--- config.mk ---
export PLATFORM = sky130hd
export DESIGN_NAME = fp32_div_iter
export DESIGN_NICKNAME = d
export VERILOG_FILES = /design/src/rtl/fp32_div_pkg.sv /design/src/rtl/div_step_nr.sv /design/src/rtl/fp32_div_iter.sv
export SDC_FILE = /design/constraint.sdc
export NUM_CORES = 1
export LEC_CHECK = 0
export ABC_AREA = 1
export BUFFER_PORTS_ARGS = -buffer_cell sky130_fd_sc_hd__clkbuf_2
export CAP_MARGIN = 10
export CORE_ASPECT_RATIO = 1.4
export CORE_MARGIN = 1
export CORE_UTILIZATION = 55
export CTS_BUF_LIST = sky130_fd_sc_hd__clkbuf_8
export DETAILED_ROUTE_END_ITERATION = 16
export HOLD_SLACK_MARGIN = 0.12
export PLACE_DENSITY = 0.74
export SKIP_LAST_GASP = 1
export SLEW_MARGIN = 20
export SYNTH_ARGS = -nofsm -noshare
export SYNTH_HDL_FRONTEND = slang
export SYNTH_HIERARCHICAL = 1
export SYNTH_SLANG_ARGS = --single-unit
--- constraint.sdc ---
create_clock -name clk -period 6.09 [get_ports clk]
set_input_delay 0.3045 -clock clk [delete_from_list [all_inputs] [get_ports clk]]
set_output_delay 0.3045 -clock clk [all_outputs]
set_load 0.005 [all_outputs]
--- src/rtl/fp32_div_pkg.sv ---
// Shared types and constants for the iterative binary32 divider.
package fp32_div_pkg;

    typedef enum logic [1:0] {
        IDLE,
        ITER,
        ROUND,
        DONE
    } divStateT;

    localparam int          BIAS   = 127;
    localparam logic [31:0] QNAN   = 32'h7FC0_0000;
    localparam int          N_ITER = 26;
    localparam int          REM_W  = 27;
    localparam int          EXP_W  = 10;

endpackage

--- src/rtl/div_step_nr.sv ---
// One non-restoring division step over the signed partial remainder.
// With forceSub set the remainder is not doubled and mb is always subtracted,
// which turns the same cell into the initial R0 = ma - mb load.
module div_step_nr
    import fp32_div_pkg::*;
(
    input  logic [REM_W-1:0] R_prev,
    input  logic [23:0]      mb,
    input  logic             forceSub,
    output logic [REM_W-1:0] R_next,
    output logic             qbit
);

    logic [REM_W-1:0] shifted;
    logic [REM_W-1:0] mbExt;

    // Shift-then-add/subtract selected by the sign of the previous remainder.
    always_comb begin
        mbExt   = {{(REM_W-24){1'b0}}, mb};
        shifted = forceSub ? R_prev : {R_prev[REM_W-2:0], 1'b0};
        if (forceSub || !R_prev[REM_W-1]) begin
            R_next = shifted - mbExt;
        end else begin
            R_next = shifted + mbExt;
        end
        qbit = ~R_next[REM_W-1];
    end

endmodule

--- src/rtl/fp32_div_iter.sv ---
// Sequential binary32 divider: special-case decode, 26 non-restoring quotient
// bits (one per clock), then RNE rounding and packing with a start/done handshake.
module fp32_div_iter
    import fp32_div_pkg::*;
(
    input  logic        clk,
    input  logic        rst,
    input  logic        start,
    input  logic [31:0] a,
    input  logic [31:0] b,
    output logic        busy,
    output logic        done,
    output logic [31:0] q,
    output logic        invalid,
    output logic        div_by_zero,
    output logic        overflow,
    output logic        underflow
);

    localparam logic [EXP_W-1:0] EXP_OFF = EXP_W'(BIAS - 1);

    divStateT         state, stateNext;
    logic [4:0]       iterCount;
    logic [23:0]      maReg, mbReg;
    logic             signReg;
    logic [EXP_W-1:0] eBase;
    logic [REM_W-1:0] remReg;
    logic [25:0]      quoReg;

    logic [7:0]       expA, expB;
    logic             aZero, bZero, aInf, bInf, aNan, bNan, signIn;
    logic             specHit, specInv, specDbz;
    logic [31:0]      specQ;

    logic [REM_W-1:0] stepPrev, stepNext;
    logic [23:0]      stepMb;
    logic             stepForce, stepQbit;

    logic [REM_W-1:0] remFix;
    logic             remNz, guardBit, stickyBit, roundUp;
    logic [23:0]      mant, mantRnd;
    logic [24:0]      mantSum;
    logic [EXP_W-1:0] eNorm, eRnd;
    logic [31:0]      roundQ;
    logic             roundOvf, roundUnf;

    // Classify the incoming operands; denormals count as zero.
    always_comb begin
        expA   = a[30:23];
        expB   = b[30:23];
        signIn = a[31] ^ b[31];
        aZero  = (expA == 8'h00);
        bZero  = (expB == 8'h00);
        aInf   = (expA == 8'hFF) && (a[22:0] == 23'd0);
        bInf   = (expB == 8'hFF) && (b[22:0] == 23'd0);
        aNan   = (expA == 8'hFF) && (a[22:0] != 23'd0);
        bNan   = (expB == 8'hFF) && (b[22:0] != 23'd0);
    end

    // Resolve special operand combinations in priority order.
    always_comb begin
        specHit = 1'b1;
        specQ   = 32'd0;
        specInv = 1'b0;
        specDbz = 1'b0;
        if (aNan || bNan || (aZero && bZero) || (aInf && bInf)) begin
            specQ   = QNAN;
            specInv = 1'b1;
        end else if (bZero && !aInf) begin
            specQ   = {signIn, 8'hFF, 23'd0};
            specDbz = 1'b1;
        end else if (aInf) begin
            specQ   = {signIn, 8'hFF, 23'd0};
        end else if (bInf || aZero) begin
            specQ   = {signIn, 31'd0};
        end else begin
            specHit = 1'b0;
        end
    end

    // The step cell computes R0 from the raw operands in IDLE and R_i otherwise.
    always_comb begin
        stepForce = (state == IDLE);
        stepPrev  = stepForce ? {{(REM_W-24){1'b0}}, 1'b1, a[22:0]} : remReg;
        stepMb    = stepForce ? {1'b1, b[22:0]} : mbReg;
    end

    div_step_nr uStep (
        .R_prev   (stepPrev),
        .mb       (stepMb),
        .forceSub (stepForce),
        .R_next   (stepNext),
        .qbit     (stepQbit)
    );

    // Normalize the 26-bit quotient, round to nearest even and pack.
    always_comb begin
        remFix = remReg[REM_W-1] ? remReg + {{(REM_W-24){1'b0}}, mbReg} : remReg;
        remNz  = |remFix;
        if (quoReg[25]) begin
            mant      = quoReg[25:2];
            guardBit  = quoReg[1];
            stickyBit = quoReg[0] | remNz;
            eNorm     = eBase + EXP_W'(1);
        end else begin
            mant      = quoReg[24:1];
            guardBit  = quoReg[0];
            stickyBit = remNz;
            eNorm     = eBase;
        end
        roundUp = guardBit & (stickyBit | mant[0]);
        mantSum = {1'b0, mant} + {24'd0, roundUp};
        if (mantSum[24]) begin
            mantRnd = 24'h80_0000;
            eRnd    = eNorm + EXP_W'(1);
        end else begin
            mantRnd = mantSum[23:0];
            eRnd    = eNorm;
        end
        roundOvf = ($signed(eRnd) >= $signed(EXP_W'(255)));
        roundUnf = ($signed(eRnd) <= $signed(EXP_W'(0)));
        if (roundOvf) begin
            roundQ = {signReg, 8'hFF, 23'd0};
        end else if (roundUnf) begin
            roundQ = {signReg, 31'd0};
        end else begin
            roundQ = {signReg, eRnd[7:0], mantRnd[22:0]};
        end
    end

    // Next-state and handshake outputs.
    always_comb begin
        stateNext = state;
        busy      = 1'b0;
        done      = 1'b0;
        case (state)
            IDLE: begin
                if (start) begin
                    stateNext = specHit ? DONE : ITER;
                end
            end
            ITER: begin
                busy = 1'b1;
                if (iterCount == 5'(N_ITER - 1)) begin
                    stateNext = ROUND;
                end
            end
            ROUND: begin
                busy      = 1'b1;
                stateNext = DONE;
            end
            DONE: begin
                done      = 1'b1;
                stateNext = IDLE;
            end
            default: stateNext = IDLE;
        endcase
    end

    // State, datapath registers and result/flag registers.
    always_ff @(posedge clk) begin
        if (rst) begin
            state       <= IDLE;
            iterCount   <= '0;
            maReg       <= '0;
            mbReg       <= '0;
            signReg     <= 1'b0;
            eBase       <= '0;
            remReg      <= '0;
            quoReg      <= '0;
            q           <= '0;
            invalid     <= 1'b0;
            div_by_zero <= 1'b0;
            overflow    <= 1'b0;
            underflow   <= 1'b0;
        end else begin
            state <= stateNext;
            case (state)
                IDLE: begin
                    if (start) begin
                        signReg     <= signIn;
                        maReg       <= {1'b1, a[22:0]};
                        mbReg       <= {1'b1, b[22:0]};
                        eBase       <= {2'b00, expA} - {2'b00, expB} + EXP_OFF;
                        remReg      <= stepNext;
                        quoReg      <= {25'd0, stepQbit};
                        iterCount   <= 5'd1;
                        invalid     <= specHit & specInv;
                        div_by_zero <= specHit & specDbz;
                        overflow    <= 1'b0;
                        underflow   <= 1'b0;
                        if (specHit) begin
                            q <= specQ;
                        end
                    end
                end
                ITER: begin
                    remReg    <= stepNext;
                    quoReg    <= {quoReg[24:0], stepQbit};
                    iterCount <= iterCount + 5'd1;
                end
                ROUND: begin
                    q         <= roundQ;
                    overflow  <= roundOvf;
                    underflow <= roundUnf;
                end
                default: ;
            endcase
        end
    end

endmodule
==> metrics.cfg <==
[status]
status = finished, final reports clean

[timing]
finalCritPeriodShare_pct = 69.9
fin_crit_ns = 4.26
setup_viol = 0
final_max_slew_viol_count = 0
relSlewSlack_pct = 30.8
hold_violations = 0
worst_slew_pin_slew_ns = 1.04
rsz0062_at_grt = no
holdWs_ns = 0.162
maxClockFrequency_ghz = 0.235
tns_ns = 0
skew_ns = 0.0180

[placement]
routabilityCongestion = 0.990
hpwl_mm = 32.3
io_buffer_count = 104

[worst_hold_path]
holdPathEnd = mbReg[4]$_SDFFE_PP0P_
hold_class = primary input to register
min_from = b[4]
min_path_cells = 3

[grt]
grt.overflow.total = 0
groute.usage.overall_pct = 34.0
grt_pass1_wl_mm = 65.5
grt_pass1_vias = 13500
grt_max_degree = 74
antenna_found_initial = 0

[clock_tree]
cts_max_level = 4
cts_tree = done
cts.repair.resized = 0
cts_inserted_buffers = 17
cts_setup_buffers = 0
ctsHoldBuffers = 0
cts.clk_slew.worst_paths_ns = 0.09
cts_buffer_depth = 2
insertion_delay_ns = 0.47
cts_root_buffer = clkbuf_8
clkSinkCount = 131

[logic_synthesis]
syn_area_um2 = 12900
syn_nets = 2418
ys_top_cells_by_area = nand2_1 22%, dfxtp_1 20%, inv_1 9.7%
synth_edf_count = 0
ys_ff_latch = 131
netlist_instances = 2279
synth-main-ff-cell = dfxtp_1
synth.distinct_cells = 51
yosys.area.top_type = nand2_1
synth.avg_cell_area_um2 = 5.66
synth_top_area_share_pct = 21.5
yosys_warnings = 6
synth_seq_area_share_pct = 20.3
ys_async_sr_fraction_pct = 0

[critical_path]
cp_num_cells = 23
r2r_start = state[0]$_SDFFE_PP0P_
crit_family = simple AND/OR/NAND/NOR gates
slowest_stage = ha_4
startpoint_type = register
path_cells = inv_1 -> ha_4 -> o21ai_0 -> nor2_1 -> nand2_1 -> nor2_4 -> nand3_2 -> nand2_2 -> nand2_1 -> xnor2_1 -> ha_1 -> nand2_1 -> inv_1 -> nand2_1 -> nand2_1 -> nand2_1 -> nand2_1 -> a21oi_1 -> nand2_1 -> nand2_1 -> nand2_1 -> o21ai_0 -> a21oi_1
crit_arrival_ns = 4.59
cpPeakStageDelay_ns = 0.57
r2r_end = remReg[26]$_SDFFE_PP0P_
cp_data_required_time_ns = 6.42
crit_path_frequent_cell = nand2_1
critPathBufInv = 2
end_kind = register
r2r_slack_ns = 1.83
path_max_fanout = 73
reg2reg_depth = 23
critPathKind = register to register

[layout]
finalNetCount = 2485
areaGrowthSynthToFinish_pct = 8.16
num_antenna_cells = 0
regArea_um2 = 2620
multi_input_area_um2 = 8680
fillers = 2440
drive_above_1_share_pct = 9.16

[routing]
final_antenna_net_count = 0
wl_per_cell_um = 15.2
vias = 14400
drc = 0
wirelength_mm = 40.5
first_pass_iters = 6
via_per_inst = 5.41
drt_iter0_drc = 824

[die]
core-area_um2 = 23100
io_pins = 105
dieArea_um2 = 24100
initial_core_util_pct = 55.8
rows = 66
die_x_um = 131
die_y_um = 183

[pwr]
power.density_nw_per_um2 = 528
power_leakage_nw = 6.99
vdd_drop_max_mv = 0.366

[run]
drv_cap = 0

## synth_stat cells, types with 12 or more instances
master and number:
nand2_1 740, inv_1 335, nor2_1 226, a21oi_1 159
o21ai_0 145, nand3_1 137, dfxtp_1 131, ha_1 69
clkbuf_1 46, nand4_1 46, xor2_1 37, nor3_1 26
xnor2_1 22, o21ai_1 17, nor2_2 13, o21ai_2 12
## where the power goes
group	internal (mW)	switching [mW]	total, mW	leakage (nW)
Clock	0.350	0.391	0.741	0.193
Combinational	1.74	3.69	5.43	5.73
Sequential	1.01	0.187	1.20	1.07
Total	3.10	4.27	7.37	6.99
## stage by stage
stage	total power [mW]	utilization [%]	instance area [µm²]	setup slack, ns	cells
after floorplan	5.16	-	12900	2.56	2279
after global placement	6.50	58.7	13600	2.04	2633
after detailed placement	6.54	58.7	13600	2.03	2633
after CTS	7.31	60.4	14000	2.01	2665
after global routing	8.10	60.4	14000	1.48	2665
final	7.37	60.4	14000	1.83	2665
## placed cells by master, fill, tap and decap left out, types with 19 or more instances in the layout
master,count
nand2_1,740
clkbuf_2,104
ha_1,68
clkbuf_8,19
a21oi_1,159
nor3_1,26
o21ai_0,145
xnor2_1,22
xor2_1,37
inv_1,335
nand3_1,137
nand4_1,46
dfxtp_1,130
nor2_1,226
## metal layers
metal  track usage [%]  vias up  routed length, µm
met3              4.42      137               1760
met4              25.3        0               3070
li1                  -     7370                  -
met1              35.1     6481              15500
met5                 0        -                  0
met2              62.9      430              20200
## sequential cells by signal, indices dropped and copies added (netlist names)
signal / cells
q: 32
remReg: 27
quoReg: 26
mbReg: 24
eBase: 10
iterCount: 5
state: 2
div_by_zero: 1
invalid: 1
overflow: 1
signReg: 1
underflow: 1
## layout make-up
type                    count  area share (%)
repair buffers            114            4.27
well taps                 306            2.74
multi-input cells        1736            62.1
clock inverters            13           0.869
clock buffers              19            1.87
flip-flops and latches    131            18.8
inverters                 346            9.31
## kinds of logic (layout without fill, tap and decap cells)
| group | count (synthesis) | count (layout) | share of synthesized area [%] |
|---|---|---|---|
| adder cells (fa/ha/maj) | 72 | 72 | 7.15 |
| AND/OR/NAND/NOR | 1239 | 1239 | 40.6 |
| flip-flops | 131 | 131 | 20.3 |
| multiplexers | 1 | 1 | 0.0775 |
| XOR/XNOR | 59 | 59 | 4.00 |
| AO/OA/AOI/OAI | 365 | 365 | 15.3 |
| buffers and inverters | 412 | 492 | 12.6 |
## worst min-delay path, delay by kind of cell
| family | cells | cell delay [ns] |
|---|---|---|
| buf+inv | 1 | 0.10 |
| compound gates | 2 | 0.20 |
## how the worst max path moves through the flow
stage | startpoint | to | slack (ns)
finish | state[0]$_SDFFE_PP0P_ | remReg[26]$_SDFFE_PP0P_ | 1.83
global route | state[0]$_SDFFE_PP0P_ | quoReg[0]$_SDFFE_PP0P_ | 1.48
CTS | state[0]$_SDFFE_PP0P_ | quoReg[0]$_SDFFE_PP0P_ | 2.01
detailed placement | state[0]$_SDFFE_PP0P_ | quoReg[0]$_SDFFE_PP0P_ | 2.03
global placement | state[0]$_SDFFE_PP0P_ | remReg[26]$_SDFFE_PP0P_ | 2.04
floorplan | state[0]$_SDFFE_PP0P_ | quoReg[0]$_SDFFE_PP0P_ | 2.56
No activity file was read; power rests on OpenSTA's default activity.
